<file path="src/rtl/cache_pkg.sv">
// Shared types and width helpers for the set-associative write-back cache.
package cache_pkg;

    typedef enum logic [1:0] {
        IDLE      = 2'd0,
        WRITEBACK = 2'd1,
        REFILL    = 2'd2,
        RESPOND   = 2'd3
    } state_e;

    // Tag storage is sized for the widest supported address; unused upper
    // bits stay zero and are trimmed by synthesis.
    localparam int TAG_MAX_W = 32;

    typedef struct packed {
        logic                 valid;
        logic                 dirty;
        logic [TAG_MAX_W-1:0] tag;
    } line_meta_t;

    // Widths are clamped to 1 so single-word blocks, single sets or a
    // single way never produce zero-width vectors.
    function automatic int off_w(input int words_per_block);
        return (words_per_block > 1) ? $clog2(words_per_block) : 1;
    endfunction

    function automatic int idx_w(input int sets);
        return (sets > 1) ? $clog2(sets) : 1;
    endfunction

    function automatic int way_w(input int ways);
        return (ways > 1) ? $clog2(ways) : 1;
    endfunction

    function automatic int tag_w(input int addr_w, input int words_per_block, input int sets);
        return addr_w - 2 - $clog2(words_per_block) - $clog2(sets);
    endfunction

endpackage

</file>
<file path="src/rtl/cache_lru_tracker.sv">
// True-LRU bookkeeping per set using per-way age counters (0 = most recent).
// Reset clears all ages; ties are resolved as ways get filled, and while ties
// exist the cache picks invalid ways first anyway.
module cache_lru_tracker
    import cache_pkg::*;
#(
    parameter int SETS = 2,
    parameter int WAYS = 2
) (
    input  logic                   clock,
    input  logic                   reset_n,
    input  logic                   access_en,
    input  logic [idx_w(SETS)-1:0] access_set,
    input  logic [way_w(WAYS)-1:0] access_way,
    input  logic [idx_w(SETS)-1:0] query_set,
    output logic [way_w(WAYS)-1:0] victim_way
);

    localparam int WAY_W = way_w(WAYS);
    localparam logic [WAY_W-1:0] AGE_MAX = WAY_W'(WAYS - 1);

    logic [WAY_W-1:0] age [SETS][WAYS];

    // Accessed way becomes youngest; ways not older than it age by one.
    always_ff @(posedge clock or negedge reset_n) begin
        if (!reset_n) begin
            for (int s = 0; s < SETS; s++)
                for (int w = 0; w < WAYS; w++)
                    age[s][w] <= '0;
        end else if (access_en) begin
            for (int w = 0; w < WAYS; w++) begin
                if (WAY_W'(w) == access_way)
                    age[access_set][w] <= '0;
                else if (age[access_set][w] <= age[access_set][access_way] &&
                         age[access_set][w] != AGE_MAX)
                    age[access_set][w] <= age[access_set][w] + 1'b1;
            end
        end
    end

    // Victim is the oldest way of the queried set, lowest index on a tie.
    always_comb begin
        logic [WAY_W-1:0] best_age;
        victim_way = '0;
        best_age   = age[query_set][0];
        for (int w = 1; w < WAYS; w++) begin
            if (age[query_set][w] > best_age) begin
                best_age   = age[query_set][w];
                victim_way = WAY_W'(w);
            end
        end
    end

endmodule

</file>
<file path="src/rtl/set_assoc_back_cache.sv">
// N-way set-associative write-back, write-allocate cache with LRU replacement.
// Memory traffic moves one word per done pulse. Optional macro CACHE_STATS_EN
// builds saturating hit/miss counters; otherwise both counter ports read 0.
//
// state     | meaning
// IDLE      | wait for cpu_req, look up tag, serve hits directly
// WRITEBACK | copy dirty victim line to memory, word 0 upward
// REFILL    | fetch requested block, then perform pending access
// RESPOND   | cpu_ack pulse (suppressed if cpu_req was dropped)
module set_assoc_back_cache
    import cache_pkg::*;
#(
    parameter int ADDR_W          = 10,
    parameter int DATA_W          = 32,
    parameter int WORDS_PER_BLOCK = 4,
    parameter int SETS            = 2,
    parameter int WAYS            = 2
) (
    input  logic              clock,
    input  logic              reset_n,
    input  logic              cpu_req,
    input  logic              read_write_cache,
    input  logic [ADDR_W-1:0] address_cache,
    input  logic [DATA_W-1:0] write_data_cache,
    output logic [DATA_W-1:0] read_data_cache,
    output logic              cpu_ack,
    output logic              hit_miss,
    output logic              read_write_mem,
    output logic              mem_req,
    output logic [ADDR_W-1:0] address_mem,
    output logic [DATA_W-1:0] write_data_mem,
    input  logic [DATA_W-1:0] read_data_mem,
    input  logic              done,
    output logic [15:0]       hit_count,
    output logic [15:0]       miss_count
);

    localparam int OFF_W = off_w(WORDS_PER_BLOCK);
    localparam int IDX_W = idx_w(SETS);
    localparam int WAY_W = way_w(WAYS);
    localparam int TAG_W = tag_w(ADDR_W, WORDS_PER_BLOCK, SETS);

    function automatic logic [OFF_W-1:0] addr_off(input logic [ADDR_W-1:0] a);
        return OFF_W'(32'(a >> 2) % 32'(WORDS_PER_BLOCK));
    endfunction

    function automatic logic [IDX_W-1:0] addr_idx(input logic [ADDR_W-1:0] a);
        return IDX_W'((32'(a >> 2) / 32'(WORDS_PER_BLOCK)) % 32'(SETS));
    endfunction

    function automatic logic [TAG_W-1:0] addr_tag(input logic [ADDR_W-1:0] a);
        return TAG_W'(32'(a >> 2) / 32'(WORDS_PER_BLOCK * SETS));
    endfunction

    function automatic logic [ADDR_W-1:0] block_addr(input logic [TAG_W-1:0] t,
                                                     input logic [IDX_W-1:0] i,
                                                     input logic [OFF_W-1:0] k);
        return ADDR_W'(((32'(t) * 32'(SETS) + 32'(i)) * 32'(WORDS_PER_BLOCK) + 32'(k)) << 2);
    endfunction

    state_e            state;
    line_meta_t        meta     [SETS][WAYS];
    logic [DATA_W-1:0] data_arr [SETS][WAYS][WORDS_PER_BLOCK];

    logic [ADDR_W-1:0] req_addr;
    logic              req_rw;
    logic [DATA_W-1:0] req_wdata;
    logic              req_live;
    logic [WAY_W-1:0]  tgt_way;
    logic [OFF_W-1:0]  word_k;

    logic [IDX_W-1:0]  lk_idx, rq_idx;
    logic [TAG_W-1:0]  lk_tag, rq_tag;
    logic [OFF_W-1:0]  lk_off, rq_off;
    assign lk_idx = addr_idx(address_cache);
    assign lk_tag = addr_tag(address_cache);
    assign lk_off = addr_off(address_cache);
    assign rq_idx = addr_idx(req_addr);
    assign rq_tag = addr_tag(req_addr);
    assign rq_off = addr_off(req_addr);

    logic             hit, inv_found;
    logic [WAY_W-1:0] hit_way, inv_way, lru_victim, miss_way;

    // Tag lookup for the incoming request: first matching way, first invalid way.
    always_comb begin
        hit       = 1'b0;
        hit_way   = '0;
        inv_found = 1'b0;
        inv_way   = '0;
        for (int w = 0; w < WAYS; w++) begin
            if (!hit && meta[lk_idx][w].valid && meta[lk_idx][w].tag == TAG_MAX_W'(lk_tag)) begin
                hit     = 1'b1;
                hit_way = WAY_W'(w);
            end
            if (!inv_found && !meta[lk_idx][w].valid) begin
                inv_found = 1'b1;
                inv_way   = WAY_W'(w);
            end
        end
    end
    assign miss_way = inv_found ? inv_way : lru_victim;

    // Word being issued: the current one when raising mem_req, the next one on done.
    logic             last_word, word_done;
    logic [OFF_W-1:0] k_sel;
    logic [ADDR_W-1:0] wb_addr, rf_addr;
    assign last_word = (word_k == OFF_W'(WORDS_PER_BLOCK - 1));
    assign word_done = mem_req && done;
    assign k_sel     = word_done ? word_k + 1'b1 : word_k;
    assign wb_addr   = block_addr(meta[rq_idx][tgt_way].tag[TAG_W-1:0], rq_idx, k_sel);
    assign rf_addr   = block_addr(rq_tag, rq_idx, k_sel);

    logic              lru_en, fill_we, cpu_we;
    logic [IDX_W-1:0]  lru_set, cpu_set;
    logic [WAY_W-1:0]  lru_way, cpu_way;
    logic [OFF_W-1:0]  cpu_off;
    logic [DATA_W-1:0] cpu_wdata;

    // Array/LRU update strobes for hits and for the final refill word.
    always_comb begin
        lru_en    = 1'b0;
        lru_set   = lk_idx;
        lru_way   = hit_way;
        fill_we   = 1'b0;
        cpu_we    = 1'b0;
        cpu_set   = lk_idx;
        cpu_way   = hit_way;
        cpu_off   = lk_off;
        cpu_wdata = write_data_cache;
        if (state == IDLE && cpu_req && hit) begin
            lru_en = 1'b1;
            cpu_we = read_write_cache;
        end
        if (state == REFILL && word_done) begin
            fill_we = 1'b1;
            if (last_word) begin
                lru_en    = 1'b1;
                lru_set   = rq_idx;
                lru_way   = tgt_way;
                cpu_we    = req_rw;
                cpu_set   = rq_idx;
                cpu_way   = tgt_way;
                cpu_off   = rq_off;
                cpu_wdata = req_wdata;
            end
        end
    end

    cache_lru_tracker #(.SETS(SETS), .WAYS(WAYS)) u_lru (
        .clock      (clock),
        .reset_n    (reset_n),
        .access_en  (lru_en),
        .access_set (lru_set),
        .access_way (lru_way),
        .query_set  (lk_idx),
        .victim_way (lru_victim)
    );

    // Data storage, not reset; a CPU store lands after the fill word so it wins.
    always_ff @(posedge clock) begin
        if (fill_we) data_arr[rq_idx][tgt_way][word_k] <= read_data_mem;
        if (cpu_we)  data_arr[cpu_set][cpu_way][cpu_off] <= cpu_wdata;
    end

    // Control FSM, metadata and all registered outputs.
    always_ff @(posedge clock or negedge reset_n) begin
        if (!reset_n) begin
            state           <= IDLE;
            for (int s = 0; s < SETS; s++)
                for (int w = 0; w < WAYS; w++)
                    meta[s][w] <= '0;
            req_addr        <= '0;
            req_rw          <= 1'b0;
            req_wdata       <= '0;
            req_live        <= 1'b0;
            tgt_way         <= '0;
            word_k          <= '0;
            cpu_ack         <= 1'b0;
            hit_miss        <= 1'b0;
            read_data_cache <= '0;
            mem_req         <= 1'b0;
            read_write_mem  <= 1'b0;
            address_mem     <= '0;
            write_data_mem  <= '0;
        end else begin
            case (state)
                IDLE: begin
                    if (cpu_req) begin
                        req_addr  <= address_cache;
                        req_rw    <= read_write_cache;
                        req_wdata <= write_data_cache;
                        req_live  <= 1'b1;
                        word_k    <= '0;
                        if (hit) begin
                            if (read_write_cache) meta[lk_idx][hit_way].dirty <= 1'b1;
                            else read_data_cache <= data_arr[lk_idx][hit_way][lk_off];
                            cpu_ack  <= 1'b1;
                            hit_miss <= 1'b1;
                            state    <= RESPOND;
                        end else begin
                            tgt_way <= miss_way;
                            if (meta[lk_idx][miss_way].valid && meta[lk_idx][miss_way].dirty)
                                state <= WRITEBACK;
                            else
                                state <= REFILL;
                        end
                    end
                end
                WRITEBACK: begin
                    if (!cpu_req) req_live <= 1'b0;
                    if (!mem_req) begin
                        mem_req        <= 1'b1;
                        read_write_mem <= 1'b1;
                        address_mem    <= wb_addr;
                        write_data_mem <= data_arr[rq_idx][tgt_way][k_sel];
                    end else if (done) begin
                        if (last_word) begin
                            mem_req <= 1'b0;
                            word_k  <= '0;
                            state   <= REFILL;
                        end else begin
                            word_k         <= k_sel;
                            address_mem    <= wb_addr;
                            write_data_mem <= data_arr[rq_idx][tgt_way][k_sel];
                        end
                    end
                end
                REFILL: begin
                    if (!cpu_req) req_live <= 1'b0;
                    if (!mem_req) begin
                        mem_req        <= 1'b1;
                        read_write_mem <= 1'b0;
                        address_mem    <= rf_addr;
                        write_data_mem <= '0;
                    end else if (done) begin
                        if (last_word) begin
                            mem_req                 <= 1'b0;
                            meta[rq_idx][tgt_way]   <= '{valid: 1'b1, dirty: req_rw,
                                                         tag: TAG_MAX_W'(rq_tag)};
                            if (!req_rw)
                                read_data_cache <= (rq_off == word_k) ? read_data_mem
                                                                      : data_arr[rq_idx][tgt_way][rq_off];
                            cpu_ack  <= req_live && cpu_req;
                            hit_miss <= 1'b0;
                            state    <= RESPOND;
                        end else begin
                            word_k      <= k_sel;
                            address_mem <= rf_addr;
                        end
                    end
                end
                RESPOND: begin
                    cpu_ack  <= 1'b0;
                    hit_miss <= 1'b0;
                    req_live <= 1'b0;
                    state    <= IDLE;
                end
                default: state <= IDLE;
            endcase
        end
    end

`ifdef CACHE_STATS_EN
    // Saturating statistics, counted on each acknowledged access.
    always_ff @(posedge clock or negedge reset_n) begin
        if (!reset_n) begin
            hit_count  <= '0;
            miss_count <= '0;
        end else if (cpu_ack) begin
            if (hit_miss && hit_count != 16'hFFFF)
                hit_count <= hit_count + 1'b1;
            if (!hit_miss && miss_count != 16'hFFFF)
                miss_count <= miss_count + 1'b1;
        end
    end
`else
    assign hit_count  = '0;
    assign miss_count = '0;
`endif

endmodule

</file>
<file path="config.mk">
export PLATFORM = sky130hd
export DESIGN_NAME = set_assoc_back_cache
export DESIGN_NICKNAME = d
export VERILOG_FILES = /design/src/rtl/cache_pkg.sv /design/src/rtl/cache_lru_tracker.sv /design/src/rtl/set_assoc_back_cache.sv
export SDC_FILE = /design/constraint.sdc
export NUM_CORES = 2
export LEC_CHECK = 0
export BUFFER_PORTS_ARGS = -buffer_cell sky130_fd_sc_hd__buf_4
export CAP_MARGIN = 20
export CORE_AREA = 2 2 218 435
export CTS_CLUSTER_SIZE = 10
export DETAILED_ROUTE_END_ITERATION = 12
export DIE_AREA = 0 0 220 437
export PLACE_DENSITY = 0.68
export SLEW_MARGIN = 20
export SYNTH_ARGS = -nofsm -noshare
export SYNTH_HDL_FRONTEND = slang
export SYNTH_HIERARCHICAL = 1
export SYNTH_SLANG_ARGS = --single-unit
</file>
<file path="constraint.sdc">
create_clock -name clock -period 11.2 [get_ports clock]
set_clock_uncertainty 0.2 [all_clocks]
set_input_delay 0 -clock clock [delete_from_list [all_inputs] [get_ports clock]]
set_output_delay 0 -clock clock [all_outputs]
set_load 0.005 [all_outputs]
</file>
==> results.yml <==
synth:
  synth_ff_type: "edfxtp_1"
  synth.most_common_cell: "edfxtp_1"
  ys_seq_area_frac: 0.464
  yosysWarnings: 6
  ys_top_cells_by_count: "edfxtp_1 (512), mux4_2 (355), nand2_1 (296)"
  syn_inst: 3235
  avgSynthCellArea_um2: 12.8
  syn_area_um2: 41500
  synth_top_cell_by_area: "edfxtp_1"
  synth_edf_count: 512
  synth_seq_cells: 667
  synth_top_area_frac: 0.371
  synth_area_leaders: "edfxtp_1 (37%), mux4_2 (19%), dfrtp_1 (9.4%)"
  async_reset_ff_frac: 0.232
  yosysUniqueCellTypes: 69
place:
  placed_cell_area_um2: 43600
  io_buffers: 152
  gp_congestion: 0.909
  dpl.hpwl_um: 95000
clock_tree:
  h-tree-depth: 3
  cts_buffers: 76
  clk_pin_slew_ns: 0.06
  clock_path_buffers: 3
  cts-root-buf: "clkbuf_16"
  worstSkewPairLatency_ns: 0.66
  cts.sinks: 667
  post_cts_buffers: 0
  cts_tree: "built"
floorplanning:
  die_height_um: 437
  ioPinCount: 189
  die_w_um: 220
  initial_core_util: 0.448
  coreArea_um2: 92500
  rows: 158
  die_area_um2: 96100
global_routing:
  overflow: 0
  antenna_found_initial: 7
  grt_pass1_vias: 35660
  grt_max_degree: 101
  grt_util_all_layers: 0.369
  grt_pass1_wl_um: 251000
sta:
  fin_hold_ws_ns: -0.0145
  finalMaxSlewViolations: 0
  fin_crit_ns: 6.05
  worstMarginPinSlew_ns: 1.26
  fmax_mhz: 165
  rsz0062_at_grt: "no"
  finalSetupViolations: 0
  tns_ns: 0
  relSlewSlack: 0.156
  final-hold-violation-count: 1
  period_share: 0.540
layout:
  nNetsFinal: 3361
  final_area_um2: 47000
  area_delta_synth_final_pct: 13.3
  n_fill_cell: 7946
  seqCellArea_um2: 19300
  final_core_util: 0.508
  multiInputGateArea_um2: 20700
  drive_gt1_frac: 0.266
worst_setup_path:
  cp.required_ns: 11.28
  crit_type: "reg2reg"
  cpMostUsedCell: "buf_4"
  cp-start-kind: "flip-flop"
  endpoint_kind: "flip-flop"
  critical_path.max_fanout: 56
  crit_arrival_ns: 6.13
  cpMaxStageDelayCell: "or2_2"
  slowest_delay_ns: 0.79
  crit_chain: "inv_1, ha_1, nand4_1, buf_4, nand2b_1, o32a_2, buf_4, buf_4, or2_2, buf_4, nand2_2, buf_4"
min_path:
  hp-class: "in2reg"
pwr:
  p_leak_uw: 0.0160
  vdd_drop_max_v: 0.000192
  cellPowerDensity_nw_per_um2: 193
status:
  violations: "hold timing"
  status: "complete, but fails checks"
detailed_routing:
  vias: 35041
  wire_per_inst_um: 39.2
  vias_per_cell: 7.73
  routed_wl_um: 178000
  drc: 0
  drt_iter0_drc: 6305
  dr.pass1.iters: 6
  antenna_left: 0
run:
  drv_cap: 0
[state kept, by name (all words and copies together), names as in the netlist, 2 cells and up]
| signal | cells |
|---|---|
| write_data_mem | 32 |
| u_lru/age | 4 |
| data_arr | 512 |
| word_k | 2 |
| req_wdata | 32 |
| req_addr | 8 |
| address_mem | 8 |
| meta | 28 |
| state | 2 |
| read_data_cache | 32 |
[worst max-delay path, delay by kind of cell (launching register included)]
| kind | cells | cell delay, ns |
|---|---|---|
| flops | 1 | 0.43 |
| simple gates | 4 | 1.47 |
| compound gates | 1 | 0.22 |
| buf+inv | 6 | 2.60 |
| fa+ha+maj | 1 | 0.61 |
[logic make-up (layout without fill, tap and decap cells)]
logic type / after synthesis / in the layout / share of synthesized area
other: 1 / 36 / 0.0000905
AND/OR/NAND/NOR: 530 / 530 / 0.0533
XOR/XNOR: 15 / 15 / 0.00317
AO/OA/AOI/OAI: 907 / 907 / 0.166
buffers and inverters: 490 / 551 / 0.0509
multiplexers: 616 / 616 / 0.260
adder cells (fa/ha/maj): 9 / 9 / 0.00272
flip-flops: 667 / 667 / 0.464
[final cells by class]
type                       count  share of cell area
clock inverter                 1            0.000346
antenna                        2            0.000107
tap                         1200              0.0320
sequential                   667               0.410
clock buffer                 133              0.0462
inverter                      52             0.00418
timing repair buffer         365              0.0658
multi-input combinational   2111               0.441
[per-layer routing]
| metal | vias up | GRT usage | routed length (um) |
|---|---|---|---|
| met5 | - | 0 | 35 |
| met4 | 6 | 0.302 | 18600 |
| met3 | 1231 | 0.125 | 27800 |
| met2 | 3690 | 0.555 | 78900 |
| met1 | 17034 | 0.424 | 52100 |
| li1 | 13080 | - | - |
[timing repair]
item | CTS | global route
hold buffers | 114 | 0
resized for setup | 0 | 0
endpoints found under the hold margin | 692 | 0
[where the power goes]
| part | internal [uW] | switching [uW] |
|---|---|---|
| clock | 1300 | 1060 |
| sequential | 2970 | 294 |
| combinational | 1470 | 1970 |
| total | 5740 | 3330 |
[worst paths after layout]
path                                                    to                       start  depth (start not counted)  slack [ns]
max                             data_arr[1][177]$_DFFE_PP_        state[0]$_DFFE_PN0P_                         12        5.15
min                              req_wdata[24]$_DFFE_PN0P_        write_data_cache[24]                          3       -0.01
max reg2reg                     data_arr[1][177]$_DFFE_PP_        state[0]$_DFFE_PN0P_                         12        5.15
min reg2reg                     address_mem[7]$_DFFE_PN0P_  address_mem[7]$_DFFE_PN0P_                          2        0.28
max in group asynchronous              tgt_way$_DFFE_PN0P_                     reset_n                          4        9.49
min in group asynchronous  read_data_cache[21]$_DFFE_PN0P_                     reset_n                          4        0.40
[cells in the final DEF, fill, tap and decap left out, types with 7 or more instances in the layout]
master | Yosys | final
o32a_1 | 131 | 130
mux4_2 | 355 | 355
mux2i_1 | 140 | 136
nor2b_1 | 14 | 14
nand3_1 | 21 | 21
nor2_4 | 0 | 13
o22a_1 | 32 | 32
a21boi_0 | 32 | 32
clkbuf_1 | 238 | 54
edfxtp_1 | 512 | 512
a2bb2oi_1 | 96 | 96
inv_1 | 52 | 51
a21oi_1 | 78 | 75
conb_1 | 1 | 34
nand2_1 | 296 | 291
a311oi_1 | 65 | 64
xor2_1 | 10 | 10
o211ai_1 | 33 | 33
dlygate4sd3_1 | 0 | 113
ha_1 | 9 | 9
a221oi_1 | 33 | 33
o221ai_1 | 21 | 21
nor3_2 | 1 | 7
nor2_1 | 153 | 141
a22o_1 | 32 | 32
clkbuf_16 | 0 | 78
o21ai_1 | 21 | 20
o21ai_0 | 199 | 194
nand2b_1 | 13 | 11
dfrtp_1 | 155 | 152
mux2_2 | 115 | 115
a211o_1 | 11 | 11
a211oi_1 | 12 | 11
a41o_1 | 11 | 11
o22ai_4 | 0 | 8
buf_4 | 37 | 245
a311o_1 | 32 | 32
a22oi_1 | 32 | 32
[stage by stage]
stage | setup WS, ns | total power, uW | hold WS (ns) | instances
6_report | 5.15 | 9060 | -0.0145 | 4531
5_1_grt | 5.18 | 9280 | 0.0175 | 4531
4_1_cts | 5.44 | 8940 | 0.00740 | 4529
3_5_place_dp | 5.45 | 6590 | -0.0171 | 4281
3_3_place_gp | 5.54 | 6530 | -0.0318 | 4280
2_1_floorplan | 6.22 | 5280 | -0.496 | 3268
No activity file was read; power rests on OpenSTA's default activity.
